<file path="config.mk">
export PLATFORM = sky130hd
export DESIGN_NAME = cpu_control_sequencer
export DESIGN_NICKNAME = d
export VERILOG_FILES = /design/src/rtl/cpu_ctrl_pkg.sv /design/src/rtl/ctrl_decode.sv /design/src/rtl/cpu_control_sequencer.sv
export SDC_FILE = /design/constraint.sdc
export NUM_CORES = 1
export LEC_CHECK = 0
export CAP_MARGIN = 25
export CORE_ASPECT_RATIO = 1.5
export CORE_MARGIN = 1
export CORE_UTILIZATION = 31
export CTS_BUF_LIST = sky130_fd_sc_hd__clkbuf_4 sky130_fd_sc_hd__clkbuf_8
export DETAILED_ROUTE_END_ITERATION = 8
export PLACE_DENSITY_LB_ADDON = 0.05
export RECOVER_POWER = 100
export SLEW_MARGIN = 20
export SYNTH_ARGS = -nofsm -noshare
export SYNTH_HDL_FRONTEND = slang
export SYNTH_HIERARCHICAL = 1
export SYNTH_SLANG_ARGS = --single-unit
</file>
<file path="constraint.sdc">
create_clock -name clk -period 5.02 [get_ports clk]
set_input_delay 1.506 -clock clk [delete_from_list [all_inputs] [get_ports clk]]
set_output_delay 1.506 -clock clk [all_outputs]
set_load 0.005 [all_outputs]
</file>
<file path="src/rtl/cpu_ctrl_pkg.sv">
// Shared types and encodings for the hardwired control sequencer.
// Optional MUL/DIV support is selected by the CTRL_MULDIV_EN macro.
package cpu_ctrl_pkg;

  typedef enum logic [3:0] {
    S_IDLE, S_T0, S_T1, S_T2, S_T3, S_T4, S_T5, S_T6, S_HALT
  } state_t;

  localparam logic [2:0] C_ALU     = 3'd0;
  localparam logic [2:0] C_MULDIV  = 3'd1;
  localparam logic [2:0] C_NOP     = 3'd2;
  localparam logic [2:0] C_HALT    = 3'd3;
  localparam logic [2:0] C_ILLEGAL = 3'd4;

  localparam logic [4:0] OP_ADD  = 5'b00011;
  localparam logic [4:0] OP_SUB  = 5'b00100;
  localparam logic [4:0] OP_AND  = 5'b00101;
  localparam logic [4:0] OP_OR   = 5'b00110;
  localparam logic [4:0] OP_MUL  = 5'b01000;
  localparam logic [4:0] OP_DIV  = 5'b01001;
  localparam logic [4:0] OP_NOP  = 5'b11010;
  localparam logic [4:0] OP_HALT = 5'b11011;

  localparam logic [3:0] ALU_ADD = 4'b0000;
  localparam logic [3:0] ALU_SUB = 4'b0001;
  localparam logic [3:0] ALU_DIV = 4'b0010;
  localparam logic [3:0] ALU_MUL = 4'b0011;
  localparam logic [3:0] ALU_AND = 4'b0100;
  localparam logic [3:0] ALU_OR  = 4'b0101;
  localparam logic [3:0] ALU_INC = 4'b1111;

  localparam logic [4:0] BUS_HI   = 5'd16;
  localparam logic [4:0] BUS_LO   = 5'd17;
  localparam logic [4:0] BUS_ZHI  = 5'd18;
  localparam logic [4:0] BUS_ZLO  = 5'd19;
  localparam logic [4:0] BUS_PC   = 5'd20;
  localparam logic [4:0] BUS_MDR  = 5'd21;
  localparam logic [4:0] BUS_NONE = 5'd31;

  localparam int IR_OP_LO = 27;
  localparam int IR_RA_LO = 23;
  localparam int IR_RB_LO = 19;
  localparam int IR_RC_LO = 15;

endpackage

</file>
<file path="src/rtl/ctrl_decode.sv">
// Combinational opcode decode into instruction class and ALU function.
// MUL/DIV decode only when CTRL_MULDIV_EN is defined; otherwise they are illegal.
module ctrl_decode
  import cpu_ctrl_pkg::*;
(
  input  logic [4:0] opcode,
  output logic [2:0] op_class,
  output logic [3:0] alu_op
);

  always_comb begin
    op_class = C_ILLEGAL;
    alu_op   = ALU_ADD;
    case (opcode)
      OP_ADD:  begin op_class = C_ALU; alu_op = ALU_ADD; end
      OP_SUB:  begin op_class = C_ALU; alu_op = ALU_SUB; end
      OP_AND:  begin op_class = C_ALU; alu_op = ALU_AND; end
      OP_OR:   begin op_class = C_ALU; alu_op = ALU_OR;  end
`ifdef CTRL_MULDIV_EN
      OP_MUL:  begin op_class = C_MULDIV; alu_op = ALU_MUL; end
      OP_DIV:  begin op_class = C_MULDIV; alu_op = ALU_DIV; end
`endif
      OP_NOP:  op_class = C_NOP;
      OP_HALT: op_class = C_HALT;
      default: op_class = C_ILLEGAL;
    endcase
  end

endmodule

</file>
<file path="src/rtl/cpu_control_sequencer.sv">
// Fetch/decode/execute sequencer for register-register ALU instructions.
// CTRL_MULDIV_EN enables the MUL/DIV path through T6 (HI/LO writeback).
module cpu_control_sequencer
  import cpu_ctrl_pkg::*;
#(
  parameter int NUM_GPR = 16
) (
  input  logic               clk,
  input  logic               reset,
  input  logic               run,
  input  logic [31:0]        ir,
  input  logic               mem_ready,
  output logic [4:0]         bus_sel,
  output logic [NUM_GPR-1:0] reg_in,
  output logic               pc_in,
  output logic               mar_in,
  output logic               mdr_in,
  output logic               ir_in,
  output logic               ry_in,
  output logic               zlow_in,
  output logic               zhigh_in,
  output logic               hi_in,
  output logic               lo_in,
  output logic               md_read,
  output logic               mem_req,
  output logic [3:0]         alu_op,
  output logic               halted,
  output logic               illegal_op,
  output logic [15:0]        inst_count
);

  state_t     state;
  logic [2:0] op_class;
  logic [3:0] dec_alu;
  logic [3:0] ra, rb, rc;
  logic       retire;
  logic       unused_ir_bits;

  assign ra = ir[IR_RA_LO +: 4];
  assign rb = ir[IR_RB_LO +: 4];
  assign rc = ir[IR_RC_LO +: 4];
  assign unused_ir_bits = ^ir[IR_RC_LO-1:0];

  ctrl_decode u_dec (
    .opcode   (ir[IR_OP_LO +: 5]),
    .op_class (op_class),
    .alu_op   (dec_alu)
  );

  // Retirement points: NOP/illegal at decode, ALU ops at T5, MUL/DIV at T6.
  always_comb begin
    retire = 1'b0;
    case (state)
      S_T3:    retire = (op_class == C_NOP) || (op_class == C_ILLEGAL);
      S_T5:    retire = (op_class == C_ALU);
      S_T6:    retire = 1'b1;
      default: retire = 1'b0;
    endcase
  end

  always_ff @(posedge clk or negedge reset) begin
    if (!reset) begin
      state      <= S_IDLE;
      inst_count <= '0;
    end else if (retire) begin
      inst_count <= inst_count + 16'd1;
      state      <= run ? S_T0 : S_IDLE;
    end else begin
      case (state)
        S_IDLE: if (run) state <= S_T0;
        S_T0:   state <= S_T1;
        S_T1:   if (mem_ready) state <= S_T2;
        S_T2:   state <= S_T3;
        S_T3:   state <= (op_class == C_HALT) ? S_HALT : S_T4;
        S_T4:   state <= S_T5;
        S_T5:   state <= S_T6;
        S_HALT: state <= S_HALT;
        default: state <= S_IDLE;
      endcase
    end
  end

  always_comb begin
    bus_sel    = BUS_NONE;
    reg_in     = '0;
    pc_in      = 1'b0;
    mar_in     = 1'b0;
    mdr_in     = 1'b0;
    ir_in      = 1'b0;
    ry_in      = 1'b0;
    zlow_in    = 1'b0;
    zhigh_in   = 1'b0;
    hi_in      = 1'b0;
    lo_in      = 1'b0;
    md_read    = 1'b0;
    mem_req    = 1'b0;
    alu_op     = ALU_ADD;
    halted     = 1'b0;
    illegal_op = 1'b0;
    case (state)
      S_T0: begin
        bus_sel = BUS_PC;
        mar_in  = 1'b1;
        alu_op  = ALU_INC;
        zlow_in = 1'b1;
      end
      S_T1: begin
        bus_sel = BUS_ZLO;
        pc_in   = 1'b1;
        mem_req = 1'b1;
        md_read = 1'b1;
        mdr_in  = 1'b1;
      end
      S_T2: begin
        bus_sel = BUS_MDR;
        ir_in   = 1'b1;
      end
      S_T3: begin
        if (op_class == C_ALU || op_class == C_MULDIV) begin
          bus_sel = {1'b0, rb};
          ry_in   = 1'b1;
        end
        illegal_op = (op_class == C_ILLEGAL);
      end
      S_T4: begin
        bus_sel = {1'b0, rc};
        alu_op  = dec_alu;
        zlow_in = 1'b1;
`ifdef CTRL_MULDIV_EN
        zhigh_in = (op_class == C_MULDIV);
`endif
      end
      S_T5: begin
        bus_sel = BUS_ZLO;
        if (op_class == C_ALU)
          reg_in = {{(NUM_GPR-1){1'b0}}, 1'b1} << ra;
`ifdef CTRL_MULDIV_EN
        lo_in = (op_class == C_MULDIV);
`endif
      end
      S_T6: begin
`ifdef CTRL_MULDIV_EN
        bus_sel = BUS_ZHI;
        hi_in   = 1'b1;
`endif
      end
      S_HALT: halted = 1'b1;
      default: ;
    endcase
  end

endmodule

</file>
==> results of run 1 <==
-- synthesized netlist by cell type, types with 5 or more instances --
library cell  number
a2111oi_2          5
a211oi_1          11
a21oi_1            6
buf_4              8
dfrtp_1           20
inv_1              5
nand2_1           11
nand2b_1           7
nand3_1            8
nor2_1            24
nor3_1             8
xnor2_1            6
xor2_1            12
-- power by group through the flow --
| stage | Clock (uW) | Combinational, uW | Sequential [uW] |
|---|---|---|---|
| after global placement | 0 | 619 | 325 |
| after floorplan | 0 | 363 | 284 |
| final | 122 | 552 | 318 |
| after detailed placement | 0 | 620 | 323 |
| after CTS | 126 | 620 | 321 |
| after global routing | 129 | 615 | 332 |
-- registers in the layout, summed over array words and instances (netlist names) --
register / flops
inst_count: 16
state: 4
-- path summary, 6_finish.rpt --
| check | endpoint | from | depth (start not counted) | slack, ns |
|---|---|---|---|---|
| worst min-delay path | inst_count[15] | inst_count[15] | 1 | 0.47 |
| worst min register to register | inst_count[15] | inst_count[15] | 1 | 0.47 |
| worst max register to register | inst_count[5] | state[0] | 4 | 2.39 |
| max in group asynchronous | inst_count[0] | reset | 2 | 2.46 |
| worst max-delay path | reg_in[11] | ir[28] | 11 | 0.14 |
| min in group asynchronous | inst_count[11] | reset | 1 | 1.56 |
-- area by class of cell --
class,count,area [sq um]
fill,520,2420
multi-input combinational,144,961
timing repair buffer,94,850
sequential,20,500
tap,66,82.6
clock buffer,4,55.1
inverter,5,18.8
-- cell families (layout without fill, tap and decap cells) --
family                     count (synthesis)  count (layout)  synth area share
AOI/OAI and AO/OA                         38              38             0.194
xor gates and xnor gates                  18              18            0.0992
adders and majority gates                  1               1           0.00787
buffers and inverters                     25             103            0.0953
DFF                                       20              20             0.315
muxes                                      5               5            0.0323
other                                      2               5           0.00473
and+or+nand+nor                           77              77             0.252
-- per-layer routing --
metal  share of wire  vias up  GRT usage  wire [um]
met4          0.0073        0     0.0331         32
met3           0.037        5    0.00860        164
met5               0        -          0          0
met1            0.43      764      0.204       1880
met2            0.53       41      0.297       2310
li1                -      817          -          -
-- critical path: cells and delay by family --
family,cells,cell delay (ns)
simple gates,5,0.81
buf+inv,6,1.06
-- through the flow --
stage | cell area, sq um | utilization | setup TNS (ns) | power, uW | setup WS [ns]
2_1_floorplan | 1600 | - | 0 | 647 | 0.658
3_3_place_gp | 2360 | 0.483 | -5.96 | 944 | -0.436
3_5_place_dp | 2360 | 0.483 | -5.93 | 944 | -0.426
4_1_cts | 2470 | 0.505 | -0.144 | 1070 | -0.0708
5_1_grt | 2470 | 0.505 | 0 | 1080 | 0.0690
6_report | 2470 | 0.505 | 0 | 992 | 0.139
-- timing repair --
item,4_1_cts,5_1_grt
buffers inserted,7,2
endpoints found under the setup margin,20,17
gates resized for setup,37,25
pin swaps,11,8
==> metrics.md, run 1 <==
| Metric | Value |
|---|---|
| Final hold vios | 0 |
| Die width | roughly 60 um |
| Root Driver | clkbuf_8 |
| Slowest CP cell | clkdlybuf4s25_1 |
| Fin. max-slew vios | 0 |
| Max-capacitance violation count | 0 |
| Crit path launch type | input pin |
| Mean Syn Cell Area | between 8 and 9 sq um |
| Crit path capture type | output pin |
| I/O Pins | 90 |
| HPWL after DPL | approximately 3200 um |
| Clock-pin slew on the worst setup and hold paths | roughly 0.070 ns |
| Crit Path Class | input pin to output pin |
| Fin nets | roughly 300 |
| Primary FF master, synth | dfrtp_1 |
| Largest fanout on the critical path | 3 |
| Worst slew pin tran | about 0.79 ns |
| Switching share of power | 0.406 |
| Die area | 0.00542 sq mm |
| Sink Count | 20 |
| Finish-stage setup viols | 0 |
| Clk Latency, worst-skew pair | about 0.26 ns |
| Cells after Synth | 186 |
| CTS tree | done |
| EDFF count, synth | 0 |
| Yosys top cell area share | 0.315 |
| Part of the power in registers | 0.321 |
| Status | finished, final reports clean |
| Peak VDD IR | between 0.0002 and 0.0003 V |
| Unrepaired setup endpoints after global routing | no |
| Mapped Area | 0.00159 sq mm |
| # DRC | 0 |
| Synth unique cells | 43 |
| Pre-Repair DR Iteration Count | 4 |
| Die height | about 90 um |
| Dominant cell type by area after synthesis | dfrtp_1 |
| Number of synthesized register bits | 20 |
| Worst clock skew | 0.000958 ns |
| Hold_buf cts | 0 |
| Max stage delay on crit path | approximately 0.28 ns |
| Worst path cell trace | dlygate4sd2_1 -> and4b_1 -> and2_4 -> nor3_4 -> buf_4 -> buf_4 -> nand4_1 -> clkbuf_4 -> buf_4 -> nor2_2 -> clkdlybuf4s25_1 |
| Via/cell ratio | about 4.9 |
| Int Pwr | ~590 uW |
| Peak Freq | 0.205 GHz |
| Buffers added on ports | just over 70 |
| Worst min path class | register to register |
| Initial Util | 0.325 |
| WL final | 4380 um |
| Rows | 31 |
| Post-Layout Cell Count | ~330 |
| Clk pwr share | 0.123 |
| Yosys warns | 6 |
| LEAKAGE | between 0.001 and 0.0015 uW |
| DP Cell Count | between 300 and 400 |
| Area grow syn2layout | 55.3% |
| WHS | about 0.47 ns |
| GRT Residual Overflow | 0 |
| Power Density | between 400 and 500 mW/mm^2 |
| Critical path arrival | roughly 3.4 ns |
| Fin crit period | just under 5 ns |
| Crit-path most repeated cell | buf_4 |
| Final period util | 0.972 |
| Most frequent cells in the layout | dlygate4sd3_1, nor2_1, dfrtp_1 |
| Area contributors post-synth | dfrtp_1, xor2_1, nor2_1, a211oi_1, a2111oi_2 |
| TritonCTS buffer count | 3 |
| Sw Pwr | 403 uW |
| Initial detailed-routing violation count | just under 50 |
| Diode count | 0 |
| Comb pwr share | 0.557 |
| Register area share after synthesis | 0.315 |
| Initial antenna violation count | 0 |
| WL/cell | about 13 um |
| First-pass GRT wire length | 6900 um |
| Required @ worst endpoint | roughly 3.5 ns |
| Vias in the first global route | between 1,000 and 1,500 |
| Most common cell after layout, fill and taps aside | dlygate4sd3_1 |
| Slew margin rel. | 0.475 |
| Pin count of the biggest net entering global routing | 21 |
| RePlAce Congestion | approximately 0.77 |
| CTS HTree Levels | 1 |
| Antenna Violating Nets Remaining | 0 |
| Core Region | about 0.005 sq mm |
| Overall Global Routing Usage | 0.161 |
| Synth async-reset ratio | 1.00 |
| Clk buf depth | 2 |
| Ratio of cells with drive above 1 in the final layout | 0.146 |
| Via Count | 1,627 |
Note: power is estimated with default switching activity, not from simulation.
==> run 2, diff against run 1 <==
--- a/config.mk
+++ b/config.mk
@@ -5,6 +5,7 @@
 export SDC_FILE = /design/constraint.sdc
 export NUM_CORES = 1
 export LEC_CHECK = 0
+export ABC_AREA = 1
 export CAP_MARGIN = 25
 export CORE_ASPECT_RATIO = 1.5
 export CORE_MARGIN = 1
@@ -13,6 +14,7 @@
 export DETAILED_ROUTE_END_ITERATION = 8
 export PLACE_DENSITY_LB_ADDON = 0.05
 export RECOVER_POWER = 100
+export REMOVE_ABC_BUFFERS = 1
 export SLEW_MARGIN = 20
 export SYNTH_ARGS = -nofsm -noshare
 export SYNTH_HDL_FRONTEND = slang
==> metrics.md, run 2 <==
| Metric | Value |
|---|---|
| Crit path launch type | input pin |
| Worst clock skew | ~0.0027 ns |
| CTS HTree Levels | 1 |
| Required @ worst endpoint | roughly 3.5 ns |
| Finish-stage setup viols | 0 |
| Pre-Repair DR Iteration Count | 4 |
| Vias in the first global route | 2,019 |
| Primary FF master, synth | dfrtp_1 |
| Synth unique cells | 26 |
| Most frequent cells in the layout | nand2_1, nor2_1, dlygate4sd3_1 |
| Min-delay src | inst_count[1] |
| Clk pwr share | 0.168 |
| I/O Pins | 90 |
| Clk Latency, worst-skew pair | around 0.27 ns |
| Unrepaired setup endpoints after global routing | no |
| Peak Freq | roughly 0.21 GHz |
| DR WL met3 | between 150 and 200 um |
| Reg-to-Reg End | state[0] |
| Design Area, Final | around 0.0027 sq mm |
| Crit path capture type | output pin |
| EDFF count, synth | 0 |
| Peak VDD IR | between 0.0001 and 0.00015 V |
| Initial antenna violation count | 0 |
| Max FFs per register | 16 |
| Worst min path class | register to register |
| WL final | 5150 um |
| Crit-path most repeated cell | nand2_1 |
| Final period util | 0.971 |
| DP Cell Count | 447 |
| Metal-1 WL | roughly 2100 um |
| Synth cell count leaders | nand2_1, nor2_1, inv_1 |
| Worst slew pin tran | between 0.9 and 1 ns |
| Clock-pin slew on the worst setup and hold paths | about 0.080 ns |
| Register area share after synthesis | 0.266 |
| Hold_buf cts | 0 |
| Post-Layout Cell Count | roughly 460 |
| FF+latch area | 500 sq um |
| Worst Hold Depth | 2 |
| Area grow syn2layout | 45.7% |
| Most common cell in the netlist | nand2_1 |
| Antenna Violating Nets Remaining | 0 |
| Cell area after placement | 0.00266 sq mm |
| Yosys warns | 6 |
| Hold EP | inst_count[1] |
| Worst Setup SP | ir[30] |
| Largest fanout on the critical path | 6 |
| Die area | ~0.0064 sq mm |
| Number of synthesized register bits | 20 |
| GRT Residual Overflow | 0 |
| Rows | 34 |
| Via Count | 2,075 |
| Dominant cell type by area after synthesis | dfrtp_1 |
| Fin. max-slew vios | 0 |
| Root Driver | clkbuf_8 |
| Comb pwr share | 0.584 |
| Synth async-reset ratio | 1.00 |
| Fin nets | approximately 420 |
| Final WS setup | approximately 0.14 ns |
| Critical path arrival | approximately 3.4 ns |
| TritonCTS buffer count | 3 |
| RePlAce Congestion | 0.845 |
| Yosys top cell area share | 0.266 |
| Pin count of the biggest net entering global routing | 25 |
| Part of the power in registers | 0.249 |
| Clk buf depth | 2 |
| Int Pwr | 574 uW |
| Sink Count | 20 |
| Area contributors post-synth | dfrtp_1, nand2_1, nor2_1, nand3_1, inv_1 |
| LEAKAGE | around 0.0014 uW |
| Status | finished, final reports clean |
| Crit Path Class | input pin to output pin |
| Die height | 97.4 um |
| Most common cell after layout, fill and taps aside | nand2_1 |
| Initial detailed-routing violation count | 40 |
| Slew margin rel. | 0.351 |
| RR Startpoint | state[0] |
| Switching share of power | 0.421 |
| Post-route total power | around 990 uW |
| Buffers added on ports | between 70 and 80 |
| Fin crit period | between 4 and 5 ns |
| Largest regs | inst_count: 16 flops, state: 4 flops |
| WHS | around 0.53 ns |
| WL/cell | 11.3 um |
| Worst path cell trace | dlygate4sd2_1 -> inv_1 -> nand2_1 -> nor2_1 -> nand2_1 -> nand2_1 -> nor2_2 -> inv_1 -> nand2_1 -> inv_1 -> nand2_4 -> or2_4 -> nor2_2 -> clkdlybuf4s50_1 |
| Die width | between 60 and 70 um |
| Core Region | just under 0.006 sq mm |
| Initial Util | 0.323 |
| # fillers | roughly 630 |
| Largest Register | inst_count |
| Mean Syn Cell Area | ~6.2 sq um |
| Cells after Synth | between 300 and 400 |
| Diode count | 0 |
| Ratio of cells with drive above 1 in the final layout | 0.125 |
| Max-capacitance violation count | 0 |
| Max stage delay on crit path | just under 0.5 ns |
| Power Density | about 360 mW/mm^2 |
| DR top layer | met4 |
| Met2 WL post-DR | 2840 um |
| Final hold vios | 0 |
| CTS tree | done |
| Slowest CP cell | clkdlybuf4s50_1 |
| # DRC | 0 |
| Overall Global Routing Usage | 0.172 |
| First-pass GRT wire length | about 8700 um |
| R2R depth | 10 |
| HPWL after DPL | about 4000 um |
| Post-placement worst setup slack | -0.241 ns |
| Area of the multi-input gates | approximately 0.0011 sq mm |
| Sw Pwr | approximately 420 uW |
| Mapped Area | around 0.0019 sq mm |
| FF-to-FF setup slack | 3.00 ns |
| Via/cell ratio | 4.54 |
run 2: cell types whose count changed in the layout (fill, tap and decap cells not counted), sizes merged, moves of 11 or more:
| cell | change |
|---|---|
| nand2 | +90 |
| nor2 | +40 |
| nand3 | +20 |
| a211oi | -11 |
| inv | +33 |
run 2: through the flow:
step | TNS (ns) | utilization
after global routing | 0 | 0.470
after floorplan | 0 | -
after CTS | 0 | 0.478
final | 0 | 0.470
after detailed placement | -2.58 | 0.457
after global placement | -2.38 | 0.457
run 2: area by class of cell:
class / instances / area share
clock inverter: 1 / 0.0110
multi-input combinational: 236 / 0.407
sequential: 20 / 0.183
clock buffer: 3 / 0.0151
inverter: 38 / 0.0520
timing repair buffer: 87 / 0.299
tap: 72 / 0.0329
run 2: per-layer routing:
layer  up-vias  global-route usage
li1       1094                   -
met1       924               0.177
met2        50               0.347
met3         7              0.0106
met4         0              0.0518
met5         -                   0
run 2: cell families (layout without fill, tap and decap cells):
kind of cell	Yosys count	in the layout	synth area share
xor gates and xnor gates	7	7	0.0326
DFF	20	20	0.266
AOI/OAI and AO/OA	17	17	0.0665
buffers and inverters	50	129	0.132
adders and majority gates	1	1	0.00665
other	2	5	0.00399
and+or+nand+nor	206	206	0.493
run 2: repair_timing:
action / in CTS / in global routing
gates resized for setup: 20 / 0
setup buffers: 5 / 0
endpoints found under the setup margin: 19 / 0
run 2: how the worst max path moves through the flow:
| stage | endpoint | cells past startpoint |
|---|---|---|
| after global placement | reg_in[5] | 13 |
| after global routing | bus_sel[2] | 15 |
| after detailed placement | reg_in[5] | 13 |
| after floorplan | reg_in[1] | 8 |
| after CTS | bus_sel[2] | 15 |
| final | reg_in[4] | 14 |
run 2: power groups by stage:
stage / registers, uW / clock network, uW / logic (uW)
final: 246 / 166 / 578
after global routing: 253 / 172 / 651
after CTS: 247 / 168 / 630
after detailed placement: 250 / 0 / 622
after global placement: 250 / 0 / 620
after floorplan: 241 / 0 / 321
run 2: worst max-delay path: cells and delay by family:
family	cells	cell delay (ns)
buffers and inverters	5	0.98
AND/OR/NAND/NOR	9	0.87
